$ cat src/rtl/matmul_pkg.sv
// Shared types and default widths for the matrix-multiplier APB initiator.
// Holds the FSM state enum, the latched command record and the lane-count helper.
package matmul_pkg;

    localparam int BUS_WIDTH_DEF      = 32;
    localparam int DATA_WIDTH_DEF     = 8;
    localparam int ADDR_WIDTH_DEF     = 16;
    localparam int TIMEOUT_CYCLES_DEF = 16;

    // One strobe bit per matrix element lane on the bus.
    function automatic int max_dim(input int bus_width, input int data_width);
        return bus_width / data_width;
    endfunction

    localparam int MAX_DIM_DEF = max_dim(BUS_WIDTH_DEF, DATA_WIDTH_DEF);

    typedef enum logic [1:0] {
        IDLE   = 2'd0,
        SETUP  = 2'd1,
        ACCESS = 2'd2
    } apb_state_t;

    typedef struct packed {
        logic                      write;
        logic [ADDR_WIDTH_DEF-1:0] addr;
        logic [BUS_WIDTH_DEF-1:0]  wdata;
        logic [MAX_DIM_DEF-1:0]    strb;
    } apb_cmd_t;

endpackage

$ cat src/rtl/matmul_apb_master_if.sv
// Command/response port and APB bus of the matmul APB initiator, bundled as one interface.
// Signal names carry the initiator's point of view (_i in, _o out).
interface matmul_apb_master_if
    import matmul_pkg::*;
#(
    parameter int BUS_WIDTH  = BUS_WIDTH_DEF,
    parameter int ADDR_WIDTH = ADDR_WIDTH_DEF,
    parameter int DATA_WIDTH = DATA_WIDTH_DEF
);
    localparam int MAX_DIM = max_dim(BUS_WIDTH, DATA_WIDTH);

    logic                  cmd_valid_i;
    logic                  cmd_ready_o;
    logic                  cmd_write_i;
    logic [ADDR_WIDTH-1:0] cmd_addr_i;
    logic [BUS_WIDTH-1:0]  cmd_wdata_i;
    logic [MAX_DIM-1:0]    cmd_strb_i;

    logic                  rsp_valid_o;
    logic [BUS_WIDTH-1:0]  rsp_rdata_o;
    logic                  rsp_err_o;

    logic                  psel_o;
    logic                  penable_o;
    logic                  pwrite_o;
    logic [ADDR_WIDTH-1:0] paddr_o;
    logic [BUS_WIDTH-1:0]  pwdata_o;
    logic [MAX_DIM-1:0]    pstrb_o;
    logic                  pready_i;
    logic                  pslverr_i;
    logic [BUS_WIDTH-1:0]  prdata_i;

    modport master (
        input  cmd_valid_i, cmd_write_i, cmd_addr_i, cmd_wdata_i, cmd_strb_i,
        output cmd_ready_o, rsp_valid_o, rsp_rdata_o, rsp_err_o,
        output psel_o, penable_o, pwrite_o, paddr_o, pwdata_o, pstrb_o,
        input  pready_i, pslverr_i, prdata_i
    );

    modport slave (
        output cmd_valid_i, cmd_write_i, cmd_addr_i, cmd_wdata_i, cmd_strb_i,
        input  cmd_ready_o, rsp_valid_o, rsp_rdata_o, rsp_err_o,
        input  psel_o, penable_o, pwrite_o, paddr_o, pwdata_o, pstrb_o,
        output pready_i, pslverr_i, prdata_i
    );

endinterface

$ cat src/rtl/apb_timeout_cnt.sv
// Saturating wait-state counter with clear, enable and a terminal-count flag.
// tc_o is high in the enabled cycle whose increment reaches LIMIT (or beyond).
module apb_timeout_cnt #(
    parameter int LIMIT = 16
) (
    input  logic clk_i,
    input  logic rst_ni,
    input  logic clr_i,
    input  logic en_i,
    output logic tc_o
);
    localparam int W = $clog2(LIMIT + 1);

    logic [W-1:0] cnt_q, cnt_d;

    always_comb begin
        // NOTE: every combinational output gets a default first so no path can infer a latch.
        cnt_d = cnt_q;
        if (clr_i) begin
            cnt_d = '0;
        end else if (en_i && (cnt_q != W'(LIMIT))) begin
            cnt_d = cnt_q + 1'b1;
        end
    end

    always_ff @(posedge clk_i or negedge rst_ni) begin
        // NOTE: state registers use non-blocking assignments so all flops update from pre-edge values.
        if (!rst_ni) begin
            cnt_q <= '0;
        end else begin
            cnt_q <= cnt_d;
        end
    end

    assign tc_o = en_i && (cnt_q >= W'(LIMIT - 1));

endmodule

$ cat src/rtl/matmul_apb_master.sv
// APB initiator for the matmul accelerator: one command at a time through SETUP/ACCESS.
// Optional wait-state abort is enabled by defining MATMUL_APB_TIMEOUT_EN.
module matmul_apb_master
    import matmul_pkg::*;
#(
    parameter int BUS_WIDTH      = BUS_WIDTH_DEF,
    parameter int DATA_WIDTH     = DATA_WIDTH_DEF,
    parameter int ADDR_WIDTH     = ADDR_WIDTH_DEF,
    parameter int TIMEOUT_CYCLES = TIMEOUT_CYCLES_DEF
) (
    input  logic                clk_i,
    input  logic                rst_ni,
    input  logic                busy_i,
    output logic                timeout_o,
    matmul_apb_master_if.master bus
);
    apb_state_t           state_q, state_d;
    apb_cmd_t             cmd_q, cmd_d;
    logic                 rsp_valid_q, rsp_valid_d;
    logic                 rsp_err_q, rsp_err_d;
    logic [BUS_WIDTH-1:0] rsp_rdata_q, rsp_rdata_d;
    logic                 cmd_ready;
    logic                 active;
    logic                 abort;

`ifdef MATMUL_APB_TIMEOUT_EN
    logic timeout_q;

    apb_timeout_cnt #(
        .LIMIT (TIMEOUT_CYCLES)
    ) u_timeout_cnt (
        .clk_i  (clk_i),
        .rst_ni (rst_ni),
        .clr_i  (state_q == SETUP),
        .en_i   ((state_q == ACCESS) && !bus.pready_i),
        .tc_o   (abort)
    );

    // Sticky until reset; set on the same edge that leaves ACCESS by abort.
    always_ff @(posedge clk_i or negedge rst_ni) begin
        if (!rst_ni) begin
            timeout_q <= 1'b0;
        end else if (abort) begin
            timeout_q <= 1'b1;
        end
    end

    assign timeout_o = timeout_q;
`else
    logic unused_timeout_cfg;

    assign abort              = 1'b0;
    assign timeout_o          = 1'b0;
    assign unused_timeout_cfg = |TIMEOUT_CYCLES;
`endif

    always_comb begin
        state_d     = state_q;
        cmd_d       = cmd_q;
        rsp_valid_d = 1'b0;
        rsp_err_d   = 1'b0;
        rsp_rdata_d = '0;
        cmd_ready   = 1'b0;

        unique case (state_q)
            IDLE: begin
                // busy_i only holds off writes; reads may still reach the slave.
                cmd_ready = !(bus.cmd_write_i && busy_i);
                if (bus.cmd_valid_i && cmd_ready) begin
                    cmd_d.write = bus.cmd_write_i;
                    cmd_d.addr  = bus.cmd_addr_i;
                    cmd_d.wdata = bus.cmd_write_i ? bus.cmd_wdata_i : '0;
                    cmd_d.strb  = bus.cmd_write_i ? bus.cmd_strb_i  : '0;
                    state_d     = SETUP;
                end
            end
            SETUP: begin
                state_d = ACCESS;
            end
            ACCESS: begin
                if (bus.pready_i) begin
                    rsp_valid_d = 1'b1;
                    rsp_err_d   = bus.pslverr_i;
                    rsp_rdata_d = cmd_q.write ? '0 : bus.prdata_i;
                    state_d     = IDLE;
                end else if (abort) begin
                    rsp_valid_d = 1'b1;
                    rsp_err_d   = 1'b1;
                    state_d     = IDLE;
                end
            end
            default: begin
                state_d = IDLE;
            end
        endcase
    end

    always_ff @(posedge clk_i or negedge rst_ni) begin
        if (!rst_ni) begin
            state_q     <= IDLE;
            cmd_q       <= '0;
            rsp_valid_q <= 1'b0;
            rsp_err_q   <= 1'b0;
            rsp_rdata_q <= '0;
        end else begin
            state_q     <= state_d;
            cmd_q       <= cmd_d;
            rsp_valid_q <= rsp_valid_d;
            rsp_err_q   <= rsp_err_d;
            rsp_rdata_q <= rsp_rdata_d;
        end
    end

    // Decoded straight from state_q so psel/penable fall with the async reset.
    assign active = (state_q != IDLE);

    assign bus.cmd_ready_o = cmd_ready;
    assign bus.psel_o      = active;
    assign bus.penable_o   = (state_q == ACCESS);
    assign bus.pwrite_o    = active && cmd_q.write;
    assign bus.paddr_o     = active ? cmd_q.addr  : '0;
    assign bus.pwdata_o    = active ? cmd_q.wdata : '0;
    assign bus.pstrb_o     = active ? cmd_q.strb  : '0;

    assign bus.rsp_valid_o = rsp_valid_q;
    assign bus.rsp_err_o   = rsp_err_q;
    assign bus.rsp_rdata_o = rsp_rdata_q;

endmodule

$ cat src/flat_wrapper.sv
// flat-port wrapper written by rule: the top's interface ports become plain ports
module matmul_apb_master_flat import matmul_pkg::*;
#(
    parameter int BUS_WIDTH      = BUS_WIDTH_DEF,
    parameter int DATA_WIDTH     = DATA_WIDTH_DEF,
    parameter int ADDR_WIDTH     = ADDR_WIDTH_DEF,
    parameter int TIMEOUT_CYCLES = TIMEOUT_CYCLES_DEF
)
  (clk_i, rst_ni, busy_i, timeout_o, bus_cmd_valid_i, bus_cmd_write_i, bus_cmd_addr_i, bus_cmd_wdata_i, bus_cmd_strb_i, bus_cmd_ready_o, bus_rsp_valid_o, bus_rsp_rdata_o, bus_rsp_err_o, bus_psel_o, bus_penable_o, bus_pwrite_o, bus_paddr_o, bus_pwdata_o, bus_pstrb_o, bus_pready_i, bus_pslverr_i, bus_prdata_i);
  matmul_apb_master_if #(.BUS_WIDTH(BUS_WIDTH), .ADDR_WIDTH(ADDR_WIDTH), .DATA_WIDTH(DATA_WIDTH)) bus_i ();
  input  logic clk_i;
  input  logic rst_ni;
  input  logic busy_i;
  output logic timeout_o;
  input wire logic [$bits(bus_i.cmd_valid_i)-1:0] bus_cmd_valid_i;
  input wire logic [$bits(bus_i.cmd_write_i)-1:0] bus_cmd_write_i;
  input wire logic [$bits(bus_i.cmd_addr_i)-1:0] bus_cmd_addr_i;
  input wire logic [$bits(bus_i.cmd_wdata_i)-1:0] bus_cmd_wdata_i;
  input wire logic [$bits(bus_i.cmd_strb_i)-1:0] bus_cmd_strb_i;
  output wire logic [$bits(bus_i.cmd_ready_o)-1:0] bus_cmd_ready_o;
  output wire logic [$bits(bus_i.rsp_valid_o)-1:0] bus_rsp_valid_o;
  output wire logic [$bits(bus_i.rsp_rdata_o)-1:0] bus_rsp_rdata_o;
  output wire logic [$bits(bus_i.rsp_err_o)-1:0] bus_rsp_err_o;
  output wire logic [$bits(bus_i.psel_o)-1:0] bus_psel_o;
  output wire logic [$bits(bus_i.penable_o)-1:0] bus_penable_o;
  output wire logic [$bits(bus_i.pwrite_o)-1:0] bus_pwrite_o;
  output wire logic [$bits(bus_i.paddr_o)-1:0] bus_paddr_o;
  output wire logic [$bits(bus_i.pwdata_o)-1:0] bus_pwdata_o;
  output wire logic [$bits(bus_i.pstrb_o)-1:0] bus_pstrb_o;
  input wire logic [$bits(bus_i.pready_i)-1:0] bus_pready_i;
  input wire logic [$bits(bus_i.pslverr_i)-1:0] bus_pslverr_i;
  input wire logic [$bits(bus_i.prdata_i)-1:0] bus_prdata_i;
  assign bus_i.cmd_valid_i = bus_cmd_valid_i;
  assign bus_i.cmd_write_i = bus_cmd_write_i;
  assign bus_i.cmd_addr_i = bus_cmd_addr_i;
  assign bus_i.cmd_wdata_i = bus_cmd_wdata_i;
  assign bus_i.cmd_strb_i = bus_cmd_strb_i;
  assign bus_cmd_ready_o = bus_i.cmd_ready_o;
  assign bus_rsp_valid_o = bus_i.rsp_valid_o;
  assign bus_rsp_rdata_o = bus_i.rsp_rdata_o;
  assign bus_rsp_err_o = bus_i.rsp_err_o;
  assign bus_psel_o = bus_i.psel_o;
  assign bus_penable_o = bus_i.penable_o;
  assign bus_pwrite_o = bus_i.pwrite_o;
  assign bus_paddr_o = bus_i.paddr_o;
  assign bus_pwdata_o = bus_i.pwdata_o;
  assign bus_pstrb_o = bus_i.pstrb_o;
  assign bus_i.pready_i = bus_pready_i;
  assign bus_i.pslverr_i = bus_pslverr_i;
  assign bus_i.prdata_i = bus_prdata_i;
  matmul_apb_master #(.BUS_WIDTH(BUS_WIDTH), .DATA_WIDTH(DATA_WIDTH), .ADDR_WIDTH(ADDR_WIDTH), .TIMEOUT_CYCLES(TIMEOUT_CYCLES)) u_core (.clk_i(clk_i), .rst_ni(rst_ni), .busy_i(busy_i), .timeout_o(timeout_o), .bus(bus_i));
endmodule
$ cat config.mk
export PLATFORM = sky130hd
export DESIGN_NAME = matmul_apb_master_flat
export DESIGN_NICKNAME = d
export VERILOG_FILES = /design/src/rtl/matmul_pkg.sv /design/src/rtl/matmul_apb_master_if.sv /design/src/rtl/apb_timeout_cnt.sv /design/src/rtl/matmul_apb_master.sv /design/src/flat_wrapper.sv
export SDC_FILE = /design/constraint.sdc
export NUM_CORES = 1
export LEC_CHECK = 0
export ABC_CLOCK_PERIOD_IN_PS = 2100
export CAP_MARGIN = 20
export CORE_UTILIZATION = 35
export DETAILED_ROUTE_END_ITERATION = 10
export GPL_ROUTABILITY_DRIVEN = 0
export PLACE_DENSITY_LB_ADDON = 0.15
export SYNTH_ARGS = -nofsm -noshare
export SYNTH_HDL_FRONTEND = slang
export SYNTH_SLANG_ARGS = --single-unit
export TNS_END_PERCENT = 10
$ cat constraint.sdc
create_clock -name clk_i -period 2.1 [get_ports clk_i]
set_input_delay 0.63 -clock clk_i [delete_from_list [all_inputs] [get_ports clk_i]]
set_output_delay 0.63 -clock clk_i [all_outputs]
set_load 0.005 [all_outputs]
Yosys cells after proc, flatten, opt, wreduce, memory -nomap -nowiden. Cells that the tools add are included.

Memories: 0. Flip-flop bits (word level): 89. Memory bits (read-only): 0. Logic and storage cells: 36. Latch bits: 0. Memory bits (writable): 0. Output and inout port bits: 91. Input bits: 91.

Reduce and logical (&&, ||, !) cells: 8. Add/subtract/negate cells: 0. Divide/modulo/power cells: 0. Eq/ne operators: 4. Bitwise operators: 0. Order comparisons: 0. Mux-type cells: 16. Multiply operators: 0. Shifts and indexed selects: 0.

Operators by type and width (count): $mux W32 (5); $mux W16 (1); $mux W4 (2); $pmux W2 S3 (1); $mux W1 (5); $mux W2 (2); $ne A2 B1 Y1 const B (2); $reduce_and A2 Y1 (2); $logic_and A1 B1 Y1 (3); $eq A2 B1 Y1 const B (1); $eq A2 B2 Y1 const B (1); $logic_not A2 Y1 (1); $reduce_bool A2 Y1 (1); $logic_not A1 Y1 (1).

Longest topological paths before layout.
Depth after elaboration: 5. Gate-level depth with buffers: 4. Depth with buffers taken out: 3.

Worst setup path before layout. OpenSTA, ideal clock, no wires.

Path type: reg-to-output. From: register u_core.state_q[1]. To: output port bus_paddr_o[12]. Required time: 1470 ps. Buffers on the path: 1. Stages on the path, launching flop included: 4. Arrival time: 1114 ps. Path slack: 356 ps. Path through: dfrtp_1 > nor2_1 > clkbuf_1 > nor2b_1.

Longest elaborated chain between the ends: 2.

RTL lines: start: declaration (line matmul_apb_master.sv:17) `apb_state_t state_q, state_d;`; start signal: assignment (line matmul_apb_master.sv:106) `state_q <= state_d;`; $reduce_bool A2 Y1 (line matmul_apb_master.sv:115) `assign active = (state_q != IDLE);`; $mux W16 (line matmul_apb_master.sv:121) `assign bus.paddr_o = active ? cmd_q.addr : '0;`; end: declaration (line flat_wrapper.sv:27) `output wire logic [$bits(bus_i.paddr_o)-1:0] bus_paddr_o;`.

No other way between the ends.

Worst setup path after layout.
From: register u_core.state_q[1]. To: output port bus_pwdata_o[28].

Longest elaborated chain between the ends: 2.

RTL lines: $reduce_bool A2 Y1 (line matmul_apb_master.sv:115); $mux W32 (line matmul_apb_master.sv:122) `assign bus.pwdata_o = active ? cmd_q.wdata : '0;`; end: declaration (line flat_wrapper.sv:28) `output wire logic [$bits(bus_i.pwdata_o)-1:0] bus_pwdata_o;`.

No other way between the ends.

==> flow_summary.toml <==
[worst_setup_path]
r2r_cells = 4
path_class = "register to primary output"
path_max_fanout = 7
critPathCaptureType = "primary output"
worstPathArrival_ns = 1.47
reg2reg_setup_slack_ns = 0.34
worstReg2RegStart = "u_core.state_q[0]$_DFFE_PN0P_"
critPathRequiredTime_ns = 1.47
timing.rr.end = "u_core.bus.rsp_rdata_o[7]$_DFF_PN0_"
start_kind = "register"

[cts]
cts-root-buf = "clkbuf_8"
clk_latency_ns = 0.34
clockBufferDepth = 2
cts_buffers = 9
numClockSinks = 89
htree_levels = 3
clk_pin_slew_ns = 0.09
cts_tree = "yes"

[floorplan]
num_rows = 37
coreArea_mm2 = 0.0103
num_io_pins = 182
die_h_um = 105
die_w_um = 105
die_area_mm2 = 0.0110
start_util_pct = 36.1

[global_routing]
grtUsageTotal_pct = 18.0
overflow = 0
grt_max_degree = 50
grt_pass1_wl_um = 15300
grt_pass1_vias = 2967
antenna_found_initial = 0

[sta]
setup_viol = 0
fin_setup_tns_ns = 0
fmax_ghz = 0.476
rsz0062_at_grt = "yes"
finalHoldViolations = 0
slew_viol_final = 0
max_slew_margin_pct = 45.8
fin_crit_sh_pct = 100
worst_slew_pin_slew_ns = 0.814
fin_crit_ns = 2.10
fin_worst_skew_ns = 0.00632

[logic_synthesis]
async_reset_ff_share_pct = 100
syn_nets = 420
synth-seq-cells = 89
avgSynthCellArea_um2 = 11.3
synth_most_common_cell = "dfrtp_1"
synth_area_leader_cell = "dfrtp_1"
synth.distinct_cells = 19
synth_top_area_share_pct = 60.0
synth_area_mm2 = 0.00371
yosys_warnings = 0
ys_top_cells_by_count = "dfrtp_1 (89), inv_1 (38), nor2_1 (38)"
synthFlopType = "dfrtp_1"
netlist_top_cells_area = "dfrtp_1 (60%), mux2i_1 (9.7%), and2_1 (5.6%), mux2_4 (5.3%), inv_1 (3.8%)"
synth-edff-count = 0
yosysSeqAreaShare_pct = 60.0
syn_inst = 329

[place]
dpl.hpwl_um = 6520
io_buffers = 180

[drt]
drc = 0
firstDrtPassIters = 4
wirelength_um = 9430
wire_per_inst_um = 14.0
viasPerCell = 4.34
via_count = 2909
antenna_left = 0
drt_iter0_drc = 100

[power]
powerDensity_mw_per_mm2 = 893
vdd_ir_drop_max_v = 0.000366
total_power_uw = 5350
p_leak_uw = 0.00311

[min_path]
hp-class = "input port to async pin"

[final_layout]
final_core_util_pct = 58.3
layout-drive-gt1-share_pct = 23.6
syn_to_final_growth_pct = 61.5
final_nets = 621
n_antenna_cell = 0

[status]
status = "completed"

[job]
maxCapViolations = 0
through the flow:
step           hold slack (ns)  worst slack (ns)  instance area, um2  std cells
2_1_floorplan            0.334             0.356                3710        329
3_5_place_dp             0.443            -0.393                5800        641
5_1_grt                 0.0584           -0.0647                5990        671
4_1_cts                 0.0632            -0.108                6120        670
6_report                0.0787          0.000876                5990        671
3_3_place_gp             0.445            -0.353                5800        641
worst max-delay path, cell delays in order, from the launching register on:
cell and delay [ns]:
dfrtp_2 0.43, nor2_4 0.15, buf_12 0.16, buf_16 0.13, buf_6 0.09, nor2_1 0.03
buf_2 0.12
flip-flops by register name, summed over array words and instances, names as in the netlist:
name                    flops
u_core.cmd_q               53
u_core.bus.rsp_rdata_o     32
u_core.bus.rsp_err_o        1
u_core.state_q              2
u_core.bus.rsp_valid_o      1
metal layers:
metal | GRT usage, % | wire length (um) | up-vias
met2 | 31.4 | 4850 | 88
li1 | - | - | 1402
met1 | 21.6 | 3870 | 1406
met3 | 4.12 | 524 | 13
met5 | 0 | 0 | -
met4 | 6.64 | 182 | 0
area by class of cell:
type / count / area (um2)
fill: 962 / 4290
inverter: 38 / 143
tap: 136 / 170
multi-input combinational: 184 / 1270
sequential: 89 / 2230
clock buffer: 10 / 138
clock inverter: 6 / 66.3
timing repair buffer: 208 / 1970
worst max path at each step:
stage | startpoint | end | slack, ns | cells past startpoint
2_1_floorplan | u_core.state_q[1]$_DFFE_PN0P_ | bus_paddr_o[12] | 0.36 | 3
3_3_place_gp | busy_i | bus_cmd_ready_o | -0.35 | 3
3_5_place_dp | bus_cmd_write_i | bus_cmd_ready_o | -0.39 | 3
4_1_cts | bus_cmd_write_i | bus_cmd_ready_o | -0.11 | 3
5_1_grt | u_core.state_q[1]$_DFFE_PN0P_ | bus_pwrite_o | -0.06 | 6
6_report | u_core.state_q[1]$_DFFE_PN0P_ | bus_pwdata_o[28] | 0.0009 | 6
kinds of logic after synthesis:
family                 synth area share [%]
and+or+nand+nor                        16.7
DFF                                    60.0
buffers and inverters                  6.37
muxes                                  16.5
AOI/OAI and AO/OA                     0.337
other                                 0.101
layout by cell type, fill, tap and decap left out:
master | Yosys | final
and2_1 | 33 | 33
mux2_4 | 13 | 13
clkbuf_16 | 0 | 1
dfrtp_2 | 0 | 2
nor2b_1 | 18 | 17
dfrtp_1 | 89 | 87
nor2b_2 | 0 | 1
inv_6 | 0 | 1
clkbuf_8 | 0 | 10
nand2_4 | 0 | 1
and3b_1 | 1 | 1
mux2_2 | 5 | 5
and3_1 | 1 | 1
inv_1 | 38 | 38
nor2_2 | 0 | 1
nor2_4 | 0 | 2
clkinv_4 | 0 | 2
a211oi_2 | 1 | 1
buf_16 | 0 | 4
nor2_1 | 38 | 35
buf_12 | 0 | 9
nand2_1 | 36 | 36
buf_2 | 3 | 15
clkdlybuf4s50_1 | 0 | 121
conb_1 | 1 | 1
mux2i_1 | 36 | 36
clkinv_2 | 0 | 2
clkbuf_2 | 3 | 39
dlymetal6s2s_1 | 0 | 2
buf_6 | 2 | 6
dlygate4sd2_1 | 0 | 1
buf_4 | 1 | 10
bufinv_16 | 0 | 1
where the power goes:
part	internal [uW]	total, uW	switching (uW)
Sequential	2080	2200	124
Clock	587	1200	611
Combinational	1150	1950	798
Total	3810	5350	1530
what timing repair did:
action                     in CTS  in global routing
gates cloned                    4                  1
pin swaps                       1                  2
buffers inserted               10                  1
setup endpoints to repair      56                 50
hold buffers                    0                  0
resized for setup             142                 62
(Power assumes the default switching activity.)
